### config.mk
export PLATFORM = sky130hd
export DESIGN_NAME = control_sequencer
export DESIGN_NICKNAME = d
export VERILOG_FILES = /design/src/rtl/control_sequencer.sv
export SDC_FILE = /design/constraint.sdc
export NUM_CORES = 1
export LEC_CHECK = 0
export CORE_AREA = 2 2 55 57
export CTS_CLUSTER_SIZE = 25
export DETAILED_ROUTE_END_ITERATION = 10
export DIE_AREA = 0 0 57 59
export DONT_BUFFER_PORTS = 1
export PLACE_DENSITY = 0.9
export SYNTH_ARGS = -nofsm -noshare
export SYNTH_HDL_FRONTEND = slang
export SYNTH_SLANG_ARGS = --single-unit
### constraint.sdc
create_clock -name clk -period 6.95 [get_ports clk]
set_input_delay 1.39 -clock clk [delete_from_list [all_inputs] [get_ports clk]]
set_output_delay 1.39 -clock clk [all_outputs]
set_load 0.05 [all_outputs]
### src/rtl/control_sequencer.sv
// Hardwired fetch/decode/execute sequencer driving the DataPath control lines.
// State is registered; strobes are a combinational decode of state and ir, forced low while clr is high.
module control_sequencer #(
  parameter logic [4:0] PC_INC_OP = 5'b11111,
  parameter int         CNT_W     = 16
) (
  input  logic             clk,
  input  logic             clr,
  input  logic [31:0]      ir,
  output logic             run,
  output logic [3:0]       state,
  output logic [CNT_W-1:0] instr_count,
  output logic             Pout,
  output logic             MARen,
  output logic             Pen,
  output logic             Read,
  output logic             MDRen,
  output logic             MDROut,
  output logic             IRen,
  output logic             Yen,
  output logic             ZLOen,
  output logic             ZHIen,
  output logic             ZLOout,
  output logic             ZHIout,
  output logic             LOen,
  output logic             HIen,
  output logic [15:0]      reg_out,
  output logic [15:0]      reg_en,
  output logic [4:0]       alu_control
);

  typedef enum logic [3:0] {
    T0     = 4'b0111,
    T1     = 4'b1000,
    T2     = 4'b1001,
    T3     = 4'b1010,
    T4     = 4'b1011,
    T5     = 4'b1100,
    T6     = 4'b1101,
    HALTED = 4'b1111
  } state_t;

  state_t           state_q, state_d;
  logic [CNT_W-1:0] cnt_q;

  logic [4:0] op;
  logic [3:0] ra, rb, rc;
  logic       is_bin, is_md, is_un, is_halt;

  assign op = ir[31:27];
  assign ra = ir[26:23];
  assign rb = ir[22:19];
  assign rc = ir[18:15];

  assign is_bin  = (op >= 5'b00011) && (op <= 5'b01010);
  assign is_md   = (op == 5'b01111) || (op == 5'b10000);
  assign is_un   = (op == 5'b10001) || (op == 5'b10010);
  assign is_halt = (op == 5'b11010);

  always_ff @(posedge clk or posedge clr) begin
    if (clr) begin
      state_q <= T0;
      cnt_q   <= '0;
    end else begin
      state_q <= state_d;
      if (state_q == T2) begin
        cnt_q <= cnt_q + {{(CNT_W-1){1'b0}}, 1'b1};
      end
    end
  end

  always_comb begin
    state_d     = state_q;
    Pout        = 1'b0;
    MARen       = 1'b0;
    Pen         = 1'b0;
    Read        = 1'b0;
    MDRen       = 1'b0;
    MDROut      = 1'b0;
    IRen        = 1'b0;
    Yen         = 1'b0;
    ZLOen       = 1'b0;
    ZHIen       = 1'b0;
    ZLOout      = 1'b0;
    ZHIout      = 1'b0;
    LOen        = 1'b0;
    HIen        = 1'b0;
    reg_out     = 16'h0000;
    reg_en      = 16'h0000;
    alu_control = 5'b00000;
    // clr kills every strobe in the same cycle, not just at the next edge
    if (!clr) begin
      unique case (state_q)
        T0: begin
          Pout = 1'b1; MARen = 1'b1; ZLOen = 1'b1;
          alu_control = PC_INC_OP;
          state_d = T1;
        end
        T1: begin
          ZLOout = 1'b1; Pen = 1'b1; Read = 1'b1; MDRen = 1'b1;
          state_d = T2;
        end
        T2: begin
          MDROut = 1'b1; IRen = 1'b1;
          state_d = T3;
        end
        T3: begin
          if (is_bin || is_md) begin
            reg_out = 16'd1 << rb; Yen = 1'b1;
            state_d = T4;
          end else if (is_un) begin
            reg_out = 16'd1 << rb; alu_control = op; ZLOen = 1'b1;
            state_d = T4;
          end else if (is_halt) begin
            state_d = HALTED;
          end else begin
            state_d = T0;
          end
        end
        T4: begin
          if (is_bin || is_md) begin
            reg_out = 16'd1 << rc; alu_control = op; ZLOen = 1'b1;
            ZHIen = is_md;
            state_d = T5;
          end else if (is_un) begin
            ZLOout = 1'b1; reg_en = 16'd1 << ra;
            state_d = T0;
          end else begin
            state_d = T0;
          end
        end
        T5: begin
          ZLOout = 1'b1;
          if (is_md) begin
            LOen = 1'b1;
            state_d = T6;
          end else begin
            reg_en = 16'd1 << ra;
            state_d = T0;
          end
        end
        T6: begin
          ZHIout = 1'b1; HIen = 1'b1;
          state_d = T0;
        end
        HALTED: state_d = HALTED;
        default: state_d = T0;
      endcase
    end
  end

  assign state       = state_q;
  assign run         = (state_q != HALTED);
  assign instr_count = cnt_q;

endmodule

# Yosys cells after proc, flatten, opt, wreduce, memory -nomap -nowiden
# Cells that the tools add are included.
# classes
mux	44
bitwise	0
div_mod_pow	0
n_reduce_logical	5
multipliers	0
add_sub_neg	1
n_lt_le_gt_ge	2
shift	3
n_eq_ne	14
# op_table
op	count
2-to-1 mux 16 bit	8
case mux 16 bit (2 select lines)	2
<< shifter 1 x 4 -> 16 bit (first input constant)	3
== test 4 bit (second input constant)	7
case mux 4 bit (7 select lines)	1
2-to-1 mux 1 bit	21
== test 5 bit (second input constant)	4
2-to-1 mux 4 bit	5
2-to-1 mux 5 bit	4
adder 16 x 1 -> 16 bit (second input constant)	1
case mux 5 bit (3 select lines)	1
== test 5 x 4 -> 1 bit (second input constant)	1
>= comparator 5 x 2 -> 1 bit (second input constant)	1
less-or-equal comparator 5 x 4 -> 1 bit (second input constant)	1
== test 4 x 3 -> 1 bit (second input constant)	1
inequality test 4 bit (second input constant)	1
logical OR 1 bit	3
case mux 1 bit (3 select lines)	1
case mux 1 bit (2 select lines)	1
OR reduction 2 bit	1
logical AND 1 bit	1
# totals
latch_bits	0
rom_bits	0
n_memories	0
register_bits	20
mem_bits_rw	0
in_bits	34

# Logic depth before layout (Yosys ltp)
# Gate-level depths: netlist (run 1).
# depth
depth_word	6
depth_mapped	8

# Least setup slack after synthesis (run 1)
# OpenSTA, ideal clock, no wires.
# synth_path
path_kind	input-to-output
from	input port clr
to	output port MDROut
cell_stages	5
setup_slack_ns	1.093
arrival_ns	4.467
required_time_ns	5.560
path_cell_list	clkbuf_1 inv_1 nand2_1 nor4b_1 buf_4
# synth_via
elab_chain_len	1
# synth_rtl
item	line_no	source
start, declared	8	input logic clr,
2-to-1 mux 1 bit	n/a	
end, declared	18	output logic MDROut,
# No other way between the ends.

# Worst setup path in the final report (run 1)
# layout_path
from	input port ir[28]
to	output port reg_out[11]
# layout_via
elab_chain_len	6
# layout_rtl
item	line_no	source
start, declared	9	input logic [31:0] ir,
>= comparator 5 x 2 -> 1 bit (tied with other cells)	55	assign is_bin = (op >= 5'b00011) && (op <= 5'b01010);
logical AND 1 bit (tied with other cells)	55	
logical OR 1 bit / 2-to-1 mux 16 bit (equally long branches)	108, 121, 111	
2-to-1 mux 16 bit, on equally long branches	121, 108	
case mux 16 bit (2 select lines) (*)	93	unique case (state_q)
2-to-1 mux 16 bit (*)	92	if (!clr) begin
end, declared	27	output logic [15:0] reg_out,
# Mark *: on every way between the ends. The rest lies on a longest branch, timed or not.

==> metrics.md, run 1 <==
| Metric | Value |
|---|---|
| Die Area | `3363 sq um` |
| Total CTS buffers | `3` |
| Post-CTS sizing | `0` |
| Syn Area/Cell | `7.787 sq um` |
| Leakage power | `about 0.00081 uW` |
| Worst Tran Pin Value | `1.119 ns` |
| Nets | `286` |
| M1 GR Usage | `37.38%` |
| Worst Clk Skew | `0.002629 ns` |
| Crit start category | `input pin` |
| Most common cell in the netlist | `nand2_1` |
| M2 GR Usage | `55.34%` |
| CTS Buffer Depth | `2` |
| Via count | `about 2,000` |
| Synth cell count leaders | `nand2_1 (27), nor2_1 (20), dfrtp_1 (17), nor4_1 (17), nand3_1 (16)` |
| Share of cells above drive strength 1 | `30.80%` |
| Slew Limit Fails | `0` |
| GP Congestion | `0.9602` |
| Setup Fix Bufs, Post-CTS | `0` |
| Sequential fraction of the synthesis area | `~27%` |
| EDFF count, synth | `0` |
| Root buf cell | `clkbuf_4` |
| CTS tree | `built` |
| Worst-Skew Late Latency | `0.30 ns` |
| Synth top area share | `23.05%` |
| Slowest stage cell on the critical path | `o22ai_1` |
| Gate Count Post-Synth | `237` |
| Critical path's largest stage delay | `~0.84 ns` |
| #FFs+latches synth | `20` |
| P&R area growth vs syn | `22.92%` |
| Ys async rst share | `100.0%` |
| Post-route cell area | `2268 sq um` |
| Placed Instances | `~280` |
| Max-cap violations | `0` |
| Outcome | `finished clean` |
| Area leader, netlist | `dfrtp_1` |
| Detail Route Antenna Nets | `0` |
| Top post-synthesis cells by area | `dfrtp_1 (23%), nor4_1 (5.8%), nand2_1 (5.5%)` |
| Synthesized area | `1846 sq um` |
| CTS H-tree depth | `1` |
| Met3 usage | `roughly 5.7%` |
| Die height | `59 microns` |
| IO Port Bufs | `0` |
| Syn Nets | `between 200 and 300` |
| Die W | `approximately 57 microns` |
| Fin util | `83.70%` |
| DP Area | `2216 sq um` |
| Ys Warns | `0` |
| Top FF cell, synth | `dfrtp_1` |
| Drt total wl | `5.223 mm` |
| Largest net degree at the start of global routing | `26` |
| Hold buffer count at CTS | `0` |
| Min-Delay Path Class | `flop to flop` |
| Tot Pwr | `575.6 uW` |
| Crit path DAT | `around 3.7 ns` |
| Diodes inserted | `0` |
| First-iteration detailed-routing DRC count | `122` |
| Setup TNS | `0 ns` |
| Kind of critical path | `input pin to output pin` |
| Crit end category | `output pin` |
| CTS Sinks | `20` |
| First-pass iteration count of the detailed router | `4` |
| Core area | `about 2700 sq um` |
| Final min period | `5.082 ns` |
| Gr ovfl total | `0` |
| Clock Pin Slew Worst Setup and Hold Paths | `0.12 ns` |
| Initial antenna violation count | `0` |
| Global routing's busiest layer | `met2` |
| Slew headroom | `25.02%` |
| Netlist cell types | `48` |
| Final setup violation count | `0` |
| Post-DP HPWL | `3.860 mm` |
| RSZ-0062 raised after global routing | `false` |
| GRT Overall Usage | `30.84%` |
| First-pass GRT wire length | `8.300 mm` |
| CP Data Required Time | `5.56 ns` |
| DR vias/cell | `7.007` |
| Post-DR wirelength/cell | `18.59 microns` |
| Worst ir drop on vdd | `0.2620 mV` |
| Initial core utilization | `between 60% and 70%` |
| Crit-path cells | `and4b_1, a2111oi_4, a21oi_2, or4b_4, o22ai_1` |
| Hold Fails Final Rpt | `0` |
| Vias in the first global route | `between 1,500 and 2,000` |
| Cell Count, Final, Fillers Out | `281` |
| Pwr per Cell Area | `253.7 nW/um^2` |
| Ports | `approximately 110` |
| FMAX | `196.8 MHz` |
| Rows | `19` |
| Ratio of final minimum period to clock period | `between 70% and 80%` |
| Critical path fanouts, max | `14` |
| DRC | `0` |
-- report_power, final --
| group | internal (uW) | leakage, uW | switching [uW] |
|---|---|---|---|
| Sequential | 139 | 0.000265 | 118 |
| Combinational | 70.0 | 0.000518 | 153 |
| Clock | 58.3 | 0.0000279 | 37.5 |
| Total | 268 | 0.000811 | 308 |
-- layout by cell type, fill, tap and decap left out, types with 4 or more instances in the layout --
cell / count
nor3_1: 4
nand2b_1: 12
dfrtp_1: 17
nand2_1: 27
nand3_1: 16
inv_1: 4
xor2_1: 6
nor2_1: 20
or2_2: 4
o22ai_1: 8
nand4_1: 7
o32ai_2: 9
nor2b_1: 8
buf_4: 24
or3_1: 4
xnor2_1: 10
nor4_2: 17
-- path summary, 6_finish.rpt --
check,start,end,slack [ns],depth (start not counted)
min,state[0],state[0],0.73,1
min in group asynchronous,clr,instr_count[1],1.03,2
min reg2reg,state[0],state[0],0.73,1
max reg2reg,state[3],instr_count[15],4.38,5
max,ir[28],reg_out[11],1.87,5
max in group asynchronous,clr,state[2],5.64,2
-- stage by stage --
stage	setup WS, ns	hold WS [ns]
2_1_floorplan	1.093	0.7860
3_3_place_gp	1.901	0.7075
3_5_place_dp	1.869	0.7083
4_1_cts	1.866	0.7269
5_1_grt	1.789	0.7546
6_report	1.868	0.7325
-- state kept, by name (all words and copies together) (netlist names) --
signal / cells
instr_count: 16
state: 4
-- metal layers --
layer | vias up | part of all wire, %
met5 | - | 0
met2 | 97 | 51
li1 | 910 | -
met1 | 950 | 40
met4 | 0 | 1.9
met3 | 12 | 7.4
-- worst max-delay path: cells and delay by family --
| kind | cells | cell delay [ns] |
|---|---|---|
| AOI/OAI and AO/OA | 3 | 1.47 |
| and+or+nand+nor | 2 | 0.83 |
-- kinds of logic (layout without fill, tap and decap cells) --
kind of cell	after synthesis	after routing	share of synthesized area [%]
AO/OA/AOI/OAI	37	37	16.48
flip-flops	20	20	27.32
XOR/XNOR	16	16	7.593
multiplexers	2	2	1.153
AND/OR/NAND/NOR	138	138	40.95
buffers and inverters	23	36	5.830
adder cells (fa/ha/maj)	1	1	0.6779
-- layout make-up --
cell class	count	area, sq um
fill	179	441.7
tap	31	38.79
timing repair buffer	28	229.0
clock inverter	1	30.03
sequential	20	504.2
multi-input combinational	194	1429
inverter	4	15.01
clock buffer	3	22.52
Note: power is estimated with default switching activity, not from simulation.
==> run 2, diff against run 1 <==
--- a/config.mk
+++ b/config.mk
@@ -5,12 +5,12 @@
 export SDC_FILE = /design/constraint.sdc
 export NUM_CORES = 1
 export LEC_CHECK = 0
-export CORE_AREA = 2 2 55 57
+export CORE_AREA = 2 2 57 59
 export CTS_CLUSTER_SIZE = 25
 export DETAILED_ROUTE_END_ITERATION = 10
-export DIE_AREA = 0 0 57 59
+export DIE_AREA = 0 0 59 61
 export DONT_BUFFER_PORTS = 1
-export PLACE_DENSITY = 0.9
+export PLACE_DENSITY = 0.85
 export SYNTH_ARGS = -nofsm -noshare
 export SYNTH_HDL_FRONTEND = slang
 export SYNTH_SLANG_ARGS = --single-unit
==> constraint.sdc (replaced) <==
create_clock -name clk -period 4.95 [get_ports clk]
set_input_delay 0.99 -clock clk [delete_from_list [all_inputs] [get_ports clk]]
set_output_delay 0.99 -clock clk [all_outputs]
set_load 0.05 [all_outputs]
==> metrics.md, run 2 (synthesized netlist as in run 1, its figures left out) <==
| Metric | Value |
|---|---|
| Outcome | `finished clean` |
| Die Area | `3599 sq um (+7.0%)` |
| Initial antenna violation count | `0 (unchanged)` |
| RSZ-0062 raised after global routing | `false` |
| GP Congestion | `0.9334 (-2.8%)` |
| Setup Fix Bufs, Post-CTS | `0 (unchanged)` |
| Detail Route Antenna Nets | `0 (unchanged)` |
| Max reg flops | `16 (unchanged)` |
| Post-CTS sizing | `0 (unchanged)` |
| First-iteration detailed-routing DRC count | `83 (-32%)` |
| Leakage power | `0.0008940 uW (+10%)` |
| Worst reg-to-reg setup slack | `2.40 ns (-1.98 ns)` |
| GRT Overall Usage | `27.37% (-3.5 points)` |
| Kind of critical path | `flop to output pin` |
| Setup TNS | `0 ns (unchanged)` |
| Hold buffer count at CTS | `0 (unchanged)` |
| Worst Clk Skew | `0.008349 ns (+0.005720 ns)` |
| Diodes inserted | `0 (unchanged)` |
| Core area | `2953 sq um (+9.0%)` |
| Crit start category | `flop` |
| Largest net degree at the start of global routing | `26 (unchanged)` |
| DRC | `0 (unchanged)` |
| CP Data Required Time | `3.96 ns (-1.60 ns)` |
| Final min period | `4.105 ns` |
| Initial core utilization | `62.50% (-5.6 points)` |
| Final setup violation count | `0 (unchanged)` |
| Worst Tran Pin Value | `1.051 ns (-0.06771 ns)` |
| Placed Instances | `293 (+5.8%)` |
| Cell Count, Final, Fillers Out | `297 (+5.7%)` |
| First-pass iteration count of the detailed router | `5 (+1)` |
| Most frequent cells in the layout | `buf_4 (39), nand2_1 (27), nor2_1 (20), nor4_2 (17), dfrtp_1 (17)` |
| Post-route cell area | `2381 sq um (+5.0%)` |
| Share of cells above drive strength 1 | `34.47% (+3.7 points)` |
| Gr ovfl total | `0 (unchanged)` |
| Slew Limit Fails | `0 (unchanged)` |
| DR vias/cell | `6.707 (-4.3%)` |
| FMAX | `243.6 MHz` |
| Ports | `106 (unchanged)` |
| R2r worst-path depth | `5 (unchanged)` |
| Crit end category | `output pin` |
| CTS Sinks | `20 (unchanged)` |
| Pwr per Cell Area | `341.8 nW/um^2 (+35%)` |
| Root buf cell | `clkbuf_4` |
| Die W | `59 microns (+3.5%)` |
| P&R area growth vs syn | `29.02%` |
| Fin Hold WS | `0.6228 ns (-0.1097 ns)` |
| Max-cap violations | `0 (unchanged)` |
| IO Port Bufs | `0 (unchanged)` |
| Post-DP HPWL | `3.942 mm (+2.1%)` |
| Critical path fanouts, max | `16 (+2)` |
| DP Area | `2328 sq um (+5.1%)` |
| Die height | `61 microns (+3.4%)` |
| Post-DR wirelength/cell | `17.56 microns (-5.5%)` |
| Vias in the first global route | `1,656 (-7.3%)` |
| Slew headroom | `29.56% (+4.5 points)` |
| CTS Buffer Depth | `2 (unchanged)` |
| First-pass GRT wire length | `7.652 mm (-7.8%)` |
| Clock Pin Slew Worst Setup and Hold Paths | `0.12 ns (about the same)` |
| Rows | `20 (+1)` |
| Commonest non-fill, non-tap cell in the layout | `buf_4` |
| Via count | `1,992 (+1.2%)` |
| Drt total wl | `5.216 mm (-0.13%)` |
| Hold Fails Final Rpt | `0 (unchanged)` |
| Nets | `300 (+4.9%)` |
| RR Endpoint | `instr_count[13]` |
| Worst ir drop on vdd | `0.3508 mV (+34%)` |
| Total CTS buffers | `3 (unchanged)` |
| Min-Delay Path Class | `input pin to asynchronous set/reset pin` |
| Crit path DAT | `3.12 ns (-0.57 ns)` |
| CTS tree | `built` |
| CTS H-tree depth | `1 (unchanged)` |
| Reg2reg start | `state[3]` |
| Worst-Skew Late Latency | `0.30 ns (about the same)` |
| Ratio of final minimum period to clock period | `between 80% and 90%` |
run 2: changes by cell type in the layout (fill, tap and decap cells not counted):
| cell | delta |
|---|---|
| buf_6 | -1 |
| nor4b_4 | +1 |
| nor4b_2 | -1 |
| buf_4 | +15 |
run 2: how the worst max path moves through the flow:
stage,start,to,slack (ns),cells past startpoint
final,state[3],reg_out[7],0.84,5
after global routing,state[3],reg_out[7],0.64,5
after CTS,state[3],reg_out[7],0.92,5
after detailed placement,ir[28],reg_out[8],1.07,6
after global placement,ir[28],reg_out[11],1.10,6
after floorplan,clr,Pen,-0.008,5
run 2: area by class of cell:
| type | instances | area (sq um) |
|---|---|---|
| Multi-Input combinational cell | 194 | 1438 |
| Fill cell | 192 | 571.8 |
| Sequential cell | 20 | 504.2 |
| Timing Repair Buffer | 42 | 330.3 |
| Tap cell | 33 | 41.29 |
| Clock inverter | 1 | 30.03 |
| Clock buffer | 3 | 22.52 |
| Inverter | 4 | 15.01 |
run 2: through the flow:
step | total power, uW | worst slack, ns | utilization (%)
floorplan | 603.4 | -0.007780 | -
global placement | 667.7 | 1.104 | 78.86
detailed placement | 677.8 | 1.066 | 78.86
CTS | 810.5 | 0.9244 | 80.64
global route | 849.9 | 0.6364 | 80.64
finish | 813.9 | 0.8447 | 80.64
run 2: worst max-delay path, stage by stage (launching register included):
cell and delay, ns:
dfrtp_1 0.92, nand2_1 0.36, nor2_1 0.45, nand2_1 0.50
o22ai_1 0.33, buf_4 0.25
run 2: per-layer routing:
metal  GRT usage [%]  part of all wire (%)  vias to the layer above
li1                -                     -                      939
met1           36.03                    41                      926
met2           45.40                    48                      113
met3           4.904                   8.0                       14
met4           9.416                   2.9                        0
met5               0                     0                        -
run 2: power breakdown:
group	leakage [uW]	internal, uW	switching, uW
Sequential	0.000265	196	167
Clock	0.0000279	81.8	53.2
Combinational	0.000601	102	214
